<file path="config.mk">
export PLATFORM = sky130hd
export DESIGN_NAME = audio_sample_fetch_flat
export DESIGN_NICKNAME = d
export VERILOG_FILES = /design/src/rtl/audio_sample_fetch_if.sv /design/src/rtl/audio_sample_fetch.sv /design/src/flat_wrapper.sv
export SDC_FILE = /design/constraint.sdc
export NUM_CORES = 1
export LEC_CHECK = 0
export BUFFER_PORTS_ARGS = -buffer_cell sky130_fd_sc_hd__buf_2
export CAP_MARGIN = 20
export CORE_MARGIN = 2
export CORE_UTILIZATION = 45
export DETAILED_ROUTE_END_ITERATION = 8
export GPL_TIMING_DRIVEN = 1
export PLACE_DENSITY = 0.73
export SLEW_MARGIN = 20
export SYNTH_ARGS = -nofsm -noshare
export SYNTH_HDL_FRONTEND = slang
export SYNTH_SLANG_ARGS = --single-unit
export TNS_END_PERCENT = 30
</file>
<file path="constraint.sdc">
create_clock -name Clk -period 6.2 [get_ports Clk]
set_input_delay 0.31 -clock Clk [delete_from_list [all_inputs] [get_ports Clk]]
set_output_delay 0.31 -clock Clk [all_outputs]
set_load 0.01 [all_outputs]
</file>
<file path="src/rtl/audio_sample_fetch_if.sv">
// ROM read bus between the sample fetcher (master) and the sample ROM (slave).
// rom_data is valid a fixed number of cycles after a one-cycle rom_rd strobe.
interface audio_sample_fetch_if #(
  parameter int ADDR_W   = 17,
  parameter int SAMPLE_W = 16
);
  logic [ADDR_W-1:0]   rom_addr;
  logic                rom_rd;
  logic [SAMPLE_W-1:0] rom_data;

  modport master (
    output rom_addr,
    output rom_rd,
    input  rom_data
  );

  modport slave (
    input  rom_addr,
    input  rom_rd,
    output rom_data
  );
endinterface

</file>
<file path="src/rtl/audio_sample_fetch.sv">
// Follows the note address generator, fetches samples from ROM into a one-deep
// pending buffer and hands them to the codec on data_over. Define AUDIO_VOLUME_EN for the Volume gain port.
module audio_sample_fetch #(
  parameter int ADDR_W      = 17,
  parameter int SAMPLE_W    = 16,
  parameter int ROM_LATENCY = 2,
  parameter int ADDR_MAX    = 54831
) (
  input  logic                Clk,
  input  logic                Reset_n,
  input  logic                INIT_FINISH,
  input  logic [ADDR_W-1:0]   Addr,
  input  logic                data_over,
  input  logic                Mute,
`ifdef AUDIO_VOLUME_EN
  input  logic [3:0]          Volume,
`endif
  audio_sample_fetch_if.master rom,
  output logic [SAMPLE_W-1:0] LDATA,
  output logic [SAMPLE_W-1:0] RDATA,
  output logic                sample_valid,
  output logic [7:0]          underrun_cnt,
  output logic [7:0]          overrun_cnt
);

  typedef enum logic [1:0] {
    S_IDLE,
    S_CHECK,
    S_FETCH,
    S_WAIT
  } state_t;

  state_t              state, state_nxt;
  logic [ADDR_W-1:0]   last_addr;
  logic [ADDR_W-1:0]   fetch_addr;
  logic [1:0]          lat_cnt;
  logic [SAMPLE_W-1:0] pending;
  logic                pending_full;
  logic [SAMPLE_W-1:0] out_sample;

  logic                addr_changed;
  logic                addr_silent;
  logic                addr_take;
  logic                pend_wr;
  logic [SAMPLE_W-1:0] pend_wr_data;
  logic                handover;
  logic [SAMPLE_W-1:0] scaled;

  assign addr_changed = (Addr != last_addr);
  assign addr_silent  = (Addr > ADDR_W'(ADDR_MAX));
  assign addr_take    = INIT_FINISH && (state == S_CHECK) && addr_changed;
  assign handover     = INIT_FINISH && data_over;

  // NOTE: every signal written here gets a default first so no path leaves it
  // unassigned; otherwise synthesis infers a latch to hold the old value.
  always_comb begin
    state_nxt    = state;
    pend_wr      = 1'b0;
    pend_wr_data = '0;
    case (state)
      S_IDLE: begin
        if (INIT_FINISH) state_nxt = S_CHECK;
      end
      S_CHECK: begin
        if (addr_changed) begin
          if (addr_silent) pend_wr = 1'b1;
          else             state_nxt = S_FETCH;
        end
      end
      S_FETCH: begin
        state_nxt = S_WAIT;
      end
      S_WAIT: begin
        if (lat_cnt == 2'd0) begin
          pend_wr      = 1'b1;
          pend_wr_data = rom.rom_data;
          state_nxt    = S_CHECK;
        end
      end
      default: state_nxt = S_IDLE;
    endcase
    // Losing codec init aborts whatever is in flight.
    if (!INIT_FINISH) begin
      state_nxt = S_IDLE;
      pend_wr   = 1'b0;
    end
  end

  // NOTE: sequential state uses non-blocking assignments so every register
  // samples pre-edge values regardless of statement or process order.
  always_ff @(posedge Clk or negedge Reset_n) begin
    if (!Reset_n) state <= S_IDLE;
    else          state <= state_nxt;
  end

  // The fetched address is latched when CHECK commits to a read, so the ROM
  // address, last_addr and the range test all refer to the same value.
  always_ff @(posedge Clk or negedge Reset_n) begin
    if (!Reset_n) begin
      last_addr  <= '1;
      fetch_addr <= '0;
      lat_cnt    <= '0;
    end else begin
      if (addr_take) begin
        last_addr <= Addr;
        if (!addr_silent) fetch_addr <= Addr;
      end
      if (state == S_FETCH)
        lat_cnt <= 2'(ROM_LATENCY - 1);
      else if (state == S_WAIT && lat_cnt != 2'd0)
        lat_cnt <= lat_cnt - 2'd1;
    end
  end

`ifdef AUDIO_VOLUME_EN
  logic signed [SAMPLE_W+5:0] samp_ext;
  logic signed [SAMPLE_W+5:0] gain_ext;

  // Gain (Volume+1)/16 never exceeds one, so the truncated result cannot overflow.
  always_comb begin
    samp_ext = {{6{pending[SAMPLE_W-1]}}, pending};
    gain_ext = {{(SAMPLE_W+1){1'b0}}, ({1'b0, Volume} + 5'd1)};
    scaled   = SAMPLE_W'((samp_ext * gain_ext) >>> 4);
  end
`else
  assign scaled = pending;
`endif

  // Handover reads the pre-edge pending value, so a same-cycle write simply
  // becomes the next pending sample without counting as an overrun.
  always_ff @(posedge Clk or negedge Reset_n) begin
    if (!Reset_n) begin
      // NOTE: the pending data word is reset along with its full flag; it is a
      // single register, not a RAM, so the reset costs nothing worth avoiding.
      pending      <= '0;
      pending_full <= 1'b0;
      out_sample   <= '0;
      sample_valid <= 1'b0;
      underrun_cnt <= '0;
      overrun_cnt  <= '0;
    end else if (!INIT_FINISH) begin
      pending      <= '0;
      pending_full <= 1'b0;
      out_sample   <= '0;
      sample_valid <= 1'b0;
    end else begin
      if (handover) begin
        if (pending_full) begin
          out_sample   <= Mute ? '0 : scaled;
          sample_valid <= 1'b1;
        end else if (sample_valid && underrun_cnt != 8'hFF) begin
          underrun_cnt <= underrun_cnt + 8'd1;
        end
      end
      if (pend_wr) begin
        pending      <= pend_wr_data;
        pending_full <= 1'b1;
        if (pending_full && !handover && overrun_cnt != 8'hFF)
          overrun_cnt <= overrun_cnt + 8'd1;
      end else if (handover) begin
        pending_full <= 1'b0;
      end
    end
  end

  assign rom.rom_rd   = (state == S_FETCH);
  assign rom.rom_addr = fetch_addr;
  assign LDATA        = out_sample;
  assign RDATA        = out_sample;

endmodule
</file>
<file path="src/flat_wrapper.sv">
// flat-port wrapper written by rule: the top's interface ports become plain ports
module audio_sample_fetch_flat 
#(
  parameter int ADDR_W      = 17,
  parameter int SAMPLE_W    = 16,
  parameter int ROM_LATENCY = 2,
  parameter int ADDR_MAX    = 54831
)
  (Clk, Reset_n, INIT_FINISH, Addr, data_over, Mute, LDATA, RDATA, sample_valid, underrun_cnt, overrun_cnt, rom_rom_addr, rom_rom_rd, rom_rom_data);
  audio_sample_fetch_if #(.ADDR_W(ADDR_W), .SAMPLE_W(SAMPLE_W)) rom_i ();
  input  logic Clk;
  input  logic Reset_n;
  input  logic INIT_FINISH;
  input  logic [ADDR_W-1:0] Addr;
  input  logic data_over;
  input  logic Mute;
  output logic [SAMPLE_W-1:0] LDATA;
  output logic [SAMPLE_W-1:0] RDATA;
  output logic sample_valid;
  output logic [7:0] underrun_cnt;
  output logic [7:0] overrun_cnt;
  output wire logic [$bits(rom_i.rom_addr)-1:0] rom_rom_addr;
  output wire logic [$bits(rom_i.rom_rd)-1:0] rom_rom_rd;
  input wire logic [$bits(rom_i.rom_data)-1:0] rom_rom_data;
  assign rom_rom_addr = rom_i.rom_addr;
  assign rom_rom_rd = rom_i.rom_rd;
  assign rom_i.rom_data = rom_rom_data;
  audio_sample_fetch #(.ADDR_W(ADDR_W), .SAMPLE_W(SAMPLE_W), .ROM_LATENCY(ROM_LATENCY), .ADDR_MAX(ADDR_MAX)) u_core (.Clk(Clk), .Reset_n(Reset_n), .INIT_FINISH(INIT_FINISH), .Addr(Addr), .data_over(data_over), .Mute(Mute), .rom(rom_i), .LDATA(LDATA), .RDATA(RDATA), .sample_valid(sample_valid), .underrun_cnt(underrun_cnt), .overrun_cnt(overrun_cnt));
endmodule
</file>
==> results of run 1 <==
-- placed cells by master (no fill, tap or decap), types with 2 or more instances in the layout --
| cell | netlist | final |
|---|---|---|
| clkinv_4 | 0 | 2 |
| nor2b_1 | 2 | 2 |
| clkinv_2 | 0 | 2 |
| dfrtp_1 | 71 | 71 |
| clkinvlp_4 | 0 | 2 |
| a31oi_1 | 2 | 2 |
| and2_1 | 2 | 2 |
| xnor2_1 | 18 | 18 |
| buf_2 | 1 | 103 |
| nand2b_1 | 4 | 4 |
| nor3_1 | 4 | 4 |
| inv_1 | 6 | 6 |
| xor2_1 | 14 | 14 |
| nor2_1 | 9 | 9 |
| dfstp_2 | 17 | 17 |
| nand4_1 | 6 | 6 |
| mux2_2 | 34 | 34 |
| ha_1 | 6 | 6 |
| and3_1 | 2 | 2 |
| clkbuf_8 | 0 | 9 |
| nand2_1 | 13 | 13 |
| a21oi_1 | 3 | 3 |
| nor4_1 | 4 | 4 |
| a22o_1 | 32 | 32 |
| nand3_1 | 5 | 5 |
-- cells by family (layout without fill, tap and decap cells) --
family / count (synthesis) / in the layout / synth area share (%)
DFF: 88 / 88 / 57.19
and+or+nand+nor: 61 / 61 / 8.915
AOI/OAI and AO/OA: 44 / 44 / 9.398
muxes: 35 / 35 / 10.11
xor gates and xnor gates: 32 / 32 / 7.210
buffers and inverters: 32 / 127 / 5.246
adders and majority gates: 6 / 6 / 1.931
-- routing by layer --
metal  GRT usage [%]  share of wire, %
met5               0                 0
met3           4.046               6.9
met1           22.21                46
met4           5.850               1.3
met2           25.69                46
-- synth_stat cells (all sizes together) (2+ instances only) --
cell,n,share of area (%)
dfrtp,71,46
clkbuf,5,0.48
nor3b,2,0.39
nor3,4,0.51
inv,6,0.58
a21boi,2,0.39
nand2b,4,0.64
nor2b,2,0.32
nand2,13,1.3
nand3,5,0.64
xnor2,18,4.1
nand4,6,0.97
mux2,34,9.8
and2,3,0.55
nor2,9,0.87
xor2,14,3.2
dfstp,17,11
and3,2,0.32
buf,21,4.2
a22o,32,7.2
ha,6,1.9
a31oi,3,0.64
a21oi,3,0.39
nor4,5,0.97
-- path summary, 6_finish.rpt --
path                                            from                      end  slack, ps  cells after the start
worst max register to register  u_core.last_addr[12]  u_core.rom.rom_addr[12]       3300                      6
worst max-delay path            u_core.last_addr[12]  u_core.rom.rom_addr[12]       3300                      6
worst min register to register     u_core.pending[9]          u_core.LDATA[9]        500                      1
min in group Clk                     rom_rom_data[2]        u_core.pending[2]        170                      2
max in group asynchronous                    Reset_n   u_core.rom.rom_addr[6]       5670                      1
worst min-delay path                         Reset_n    u_core.overrun_cnt[3]         10                      1
-- cell type report --
type	count	area [sq um]	area share, %
clock buffer	9	123.9	2.709
clock inverter	7	72.57	1.587
inverter	6	22.52	0.4925
multi-input combinational	178	1465	32.04
sequential	88	2223	48.62
tap	105	131.4	2.873
timing repair buffer	105	534.3	11.68
-- stage by stage --
| stage | cells | power (mW) |
|---|---|---|
| after floorplan | 298 | 1.123 |
| after global placement | 482 | 1.248 |
| after detailed placement | 482 | 1.268 |
| after CTS | 498 | 1.665 |
| after global routing | 498 | 1.751 |
| final | 498 | 1.642 |
-- flip-flops by register name, summed over array words and instances, names as in the netlist --
signal,flops
u_core.last_addr,17
u_core.rom.rom_addr,17
u_core.LDATA,16
u_core.pending,16
u_core.overrun_cnt,8
u_core.underrun_cnt,8
u_core.lat_cnt,2
u_core.state,2
u_core.pending_full,1
u_core.sample_valid,1
-- power breakdown --
| part | internal (mW) | total (mW) | switching, mW |
|---|---|---|---|
| clock | 0.186 | 0.394 | 0.208 |
| combinational | 0.222 | 0.415 | 0.193 |
| sequential | 0.750 | 0.833 | 0.0835 |
| total | 1.16 | 1.64 | 0.485 |
==> impl_metrics.py, run 1 <==
metrics = {
    "cts": {
        "cts_resized": 0,
        "cts_root_buf": "clkbuf_8",
        "cts_max_path_buffers": 2,
        "cts_sinks": 88,
        "numCtsBuffers": 9,
        "htreeDepth": 3,
        "hold_buffers": 0,
        "path_clk_slew_ps": 90,
        "post_cts_buffers": 0,
        "cts_tree": "yes",
        "worstSkewPairLatency_ps": 350,
    },
    "timing": {
        "skew_ps": 10.57,
        "finalSetupTns_ps": 0,
        "relSlewSlack_pct": 32.20,
        "period_needed_ps": 2899,
        "fmax_ghz": 0.3449,
        "slew_viol_final": 0,
        "holdWs_ps": 11.23,
        "hold_viol_final": 0,
        "setup_viol": 0,
        "min_period_over_period_pct": 46.76,
        "fin_ws_ps": 3301,
        "tightest_slew_ps": 1013,
        "rsz0062_at_grt": "false",
    },
    "global_routing": {
        "grt-ovfl-total": 0,
        "grt_max_degree": 89,
        "globalRouteTotalUtil_pct": 16.37,
        "grt_first_pass_wirelength_um": 12650,
        "grt_pass1_vias": 2614,
        "antenna_found_initial": 0,
    },
    "synthesis": {
        "synth_flop_cell": "dfrtp_1",
        "ys_seq_area_share_pct": 57.19,
        "syn-cell-area_sq_um": 3887,
        "syn_nets": 342,
        "synth_warnings": 0,
        "synth_edf_count": 0,
        "post_synth_inst_count": 298,
        "syn_avg_cell_area_sq_um": 13.05,
        "ys_seq_elements": 88,
        "async_flop_share_pct": 100.0,
        "synthDistinctLibCells": 42,
    },
    "pwr": {
        "peakVddDrop_v": 0.0002425,
        "leakage_nw": 2.300,
        "powerDensity_nw_per_um2": 359.1,
    },
    "worst_setup_path": {
        "crit_slowest_cell": "a31oi_2",
        "crit_family": "simple AND/OR/NAND/NOR gates",
        "worst_setup_path_start_kind": "register",
        "path_cells": "xnor2_1, nand4_1, nor3_1, a31oi_2, nand2_1, mux2_2",
        "worstSetupEndpointType": "register",
        "critPathMaxFanout": 18,
        "path_buf_inv": 0,
        "worstPathArrival_ps": 3140,
        "critPathKind": "register to register",
        "critPathRequiredTime_ps": 6440,
        "max_stage_delay_ps": 830,
    },
    "die": {
        "dieArea_sq_um": 9398,
        "fp.dieW_um": 96.95,
        "floorplan.initialDensity_pct": 46.84,
        "die_y_um": 96.95,
        "fp.coreArea_sq_um": 8299,
        "io_pins": 105,
        "rows": 33,
    },
    "outcome": {
        "outcome": "completed",
    },
    "route": {
        "first_pass_iters": 4,
        "routed_wl_um": 7330,
        "vias": 2598,
        "wire_per_inst_um": 14.72,
        "drc": 0,
        "via_per_inst": 5.217,
        "ant_nets": 0,
        "drt-initial-drc-count": 52,
    },
    "finish": {
        "finalInstanceArea_sq_um": 4573,
        "diodes": 0,
        "drive_above_1_share_pct": 45.04,
        "final_core_util_pct": 55.10,
        "nNetsFinal": 432,
        "fillers": 744,
        "area.growth.synth_to_final_pct": 17.64,
    },
    "placed_design": {
        "port_buffers": 104,
        "place_ws_ps": 3230,
        "gp_congestion": 0.7332,
        "dpl-instance-area_sq_um": 4373,
        "dp_hpwl_um": 5131,
    },
    "run": {
        "maxCapViolCount": 0,
    },
    "min_path": {
        "hold_class": "primary input to async pin",
    },
}
No activity file was read; power rests on OpenSTA's default activity.
==> run 2: changes to the inputs <==
Settings changed: ABC_AREA set to 1, PLACE_DENSITY 0.73 to 0.75.
Clock period 6.2 ns to 2.5 ns, I/O delays scaled along.
==> run 2 against run 1 <==
Against the previous run:
- core utilization is 0.12 points lower
- final cell count increased by 44%
- final area grew 11%
- non-clock buffer count rose by 18
==> impl_metrics.py, run 2 <==
metrics = {
    "outcome": {
        "outcome": "completed",
    },
    "cts": {
        "cts_root_buf": "clkbuf_8",
        "worstSkewPairLatency_ps": 360,
        "path_clk_slew_ps": 100,
        "cts_tree": "yes",
        "post_cts_buffers": 0,
        "cts_sinks": 88,
        "cts_max_path_buffers": 2,
        "numCtsBuffers": 9,
        "htreeDepth": 3,
    },
    "route": {
        "drc": 0,
        "drt-initial-drc-count": 121,
        "routed_wl_um": 8724,
        "vias": 3436,
        "via_per_inst": 4.792,
        "ant_nets": 0,
        "wire_per_inst_um": 12.17,
        "first_pass_iters": 5,
    },
    "finish": {
        "multi_input_comb_area_sq_um": 1535,
        "area.growth.synth_to_final_pct": 19.59,
        "final_core_util_pct": 54.98,
        "final_cell_mix": "nand2_1, buf_2, dfrtp_1",
        "nNetsFinal": 645,
        "drive_above_1_share_pct": 26.24,
        "final_common_cell": "nand2_1",
        "final_cells": 717,
        "fillers": 859,
        "diodes": 0,
        "finalInstanceArea_sq_um": 5056,
        "register_area_sq_um": 2223,
    },
    "synthesis": {
        "ys_seq_elements": 88,
        "ys_seq_area_share_pct": 52.59,
        "yosys.area.top_type": "dfrtp_1",
        "async_flop_share_pct": 100.0,
        "synthDistinctLibCells": 34,
        "syn_nets": 541,
        "synth_edf_count": 0,
        "syn_avg_cell_area_sq_um": 8.507,
        "synthTopCellsByArea": "dfrtp_1, nand2_1, dfstp_2, inv_1, buf_4",
        "synth_flop_cell": "dfrtp_1",
        "yosysMostFrequentCell": "nand2_1",
        "synth_warnings": 0,
        "synth_common_cells": "nand2_1, dfrtp_1, inv_1",
        "yosysTopAreaCellShare_pct": 42.02,
        "post_synth_inst_count": 497,
        "syn-cell-area_sq_um": 4228,
    },
    "timing": {
        "relSlewSlack_pct": 27.65,
        "period_needed_ps": 1997,
        "tightest_slew_ps": 1081,
        "slew_viol_final": 0,
        "fmax_ghz": 0.5006,
        "setup_viol": 0,
        "rsz0062_at_grt": "false",
        "holdWs_ps": 15.06,
        "fin_ws_ps": 502.6,
        "hold_viol_final": 0,
        "finalSetupTns_ps": 0,
        "min_period_over_period_pct": 79.90,
        "skew_ps": 14.94,
    },
    "placed_design": {
        "dp_hpwl_um": 6166,
        "dpl-instance-area_sq_um": 4707,
        "place_ws_ps": 498.2,
        "dp.cells": 684,
        "port_buffers": 104,
        "gp_congestion": 0.8134,
    },
    "die": {
        "die_y_um": 100.9,
        "floorplan.initialDensity_pct": 45.97,
        "fp.dieW_um": 100.9,
        "rows": 35,
        "fp.coreArea_sq_um": 9196,
        "dieArea_sq_um": 10190,
        "io_pins": 105,
    },
    "global_routing": {
        "grt_pass1_vias": 3244,
        "antenna_found_initial": 0,
        "grt-ovfl-total": 0,
        "grt_max_degree": 52,
        "grt_first_pass_wirelength_um": 14670,
        "globalRouteTotalUtil_pct": 18.11,
    },
    "pwr": {
        "power.total_mw": 4.174,
        "peakVddDrop_v": 0.0004513,
        "leakage_nw": 2.755,
        "powerDensity_nw_per_um2": 825.5,
    },
    "worst_setup_path": {
        "worst_setup_path_start_kind": "register",
        "worstPathArrival_ps": 2300,
        "critPathMaxFanout": 16,
        "r2r-start": "u_core.last_addr[13]",
        "critPathRequiredTime_ps": 2810,
        "worstSetupStartpoint": "u_core.last_addr[13]",
        "worstSetupEndpointType": "register",
        "critPathKind": "register to register",
    },
    "run": {
        "maxCapViolCount": 0,
    },
    "min_path": {
        "hold_class": "primary input to register",
        "hold_start": "Addr[2]",
    },
}
==> run 2: path summary, 6_finish.rpt <==
| path | to | slack, ps | cells after the start |
|---|---|---|---|
| worst max-delay path | u_core.pending[4] | 500 | 12 |
| worst min-delay path | u_core.last_addr[2] | 20 | 3 |
| worst max register to register | u_core.pending[4] | 500 | 12 |
| worst min register to register | u_core.rom.rom_addr[16] | 480 | 2 |
| max in group asynchronous | u_core.last_addr[1] | 1450 | 3 |
| min in group asynchronous | u_core.rom.rom_addr[10] | 320 | 2 |
==> run 2: final cells by class <==
type	count	share of cell area, %
multi-input combinational	310	30.36
tap	111	2.747
timing repair buffer	123	14.25
clock buffer	9	2.450
sequential	88	43.97
inverter	69	5.122
clock inverter	7	1.089
==> run 2: routing by layer <==
| layer | global-route usage, % | wire (um) | share of wire, % |
|---|---|---|---|
| met5 | 0 | 0 | 0 |
| met4 | 6.861 | 85 | 0.97 |
| met3 | 2.913 | 336 | 3.9 |
| met2 | 30.10 | 4122 | 47 |
| met1 | 23.91 | 4179 | 48 |
==> run 2: critical path: stages, from the launching register on <==
cell and delay (ps):
dfstp_2 540, inv_1 40, nand2_1 50, nand2_1 50, nor2_1 150, nand2_1 70, nor2_1 110, nand3_2 130
nand3_2 90, nand2_2 180, nor2_4 360, nand2_1 110, nand2_1 70
==> run 2: timing repair <==
| item | 4_1_cts | 5_1_grt |
|---|---|---|
| endpoints found under the hold margin | 51 | 0 |
| resized for setup | 0 | 0 |
| hold buffers | 17 | 0 |
==> run 2: power by group <==
group	switching, mW	internal (mW)
registers	0.237	1.85
logic	0.687	0.478
clock network	0.548	0.370
==> run 2: cells by family (layout without fill, tap and decap cells) <==
group           count (synthesis)  after routing  share of synthesized area [%]
compound gates                 60             60                          7.991
xor+xnor                       20             20                          4.143
fa+ha+maj                       6              6                          1.776
buf+inv                        99            208                          11.10
flops                          88             88                          52.59
simple gates                  224            224                          22.40
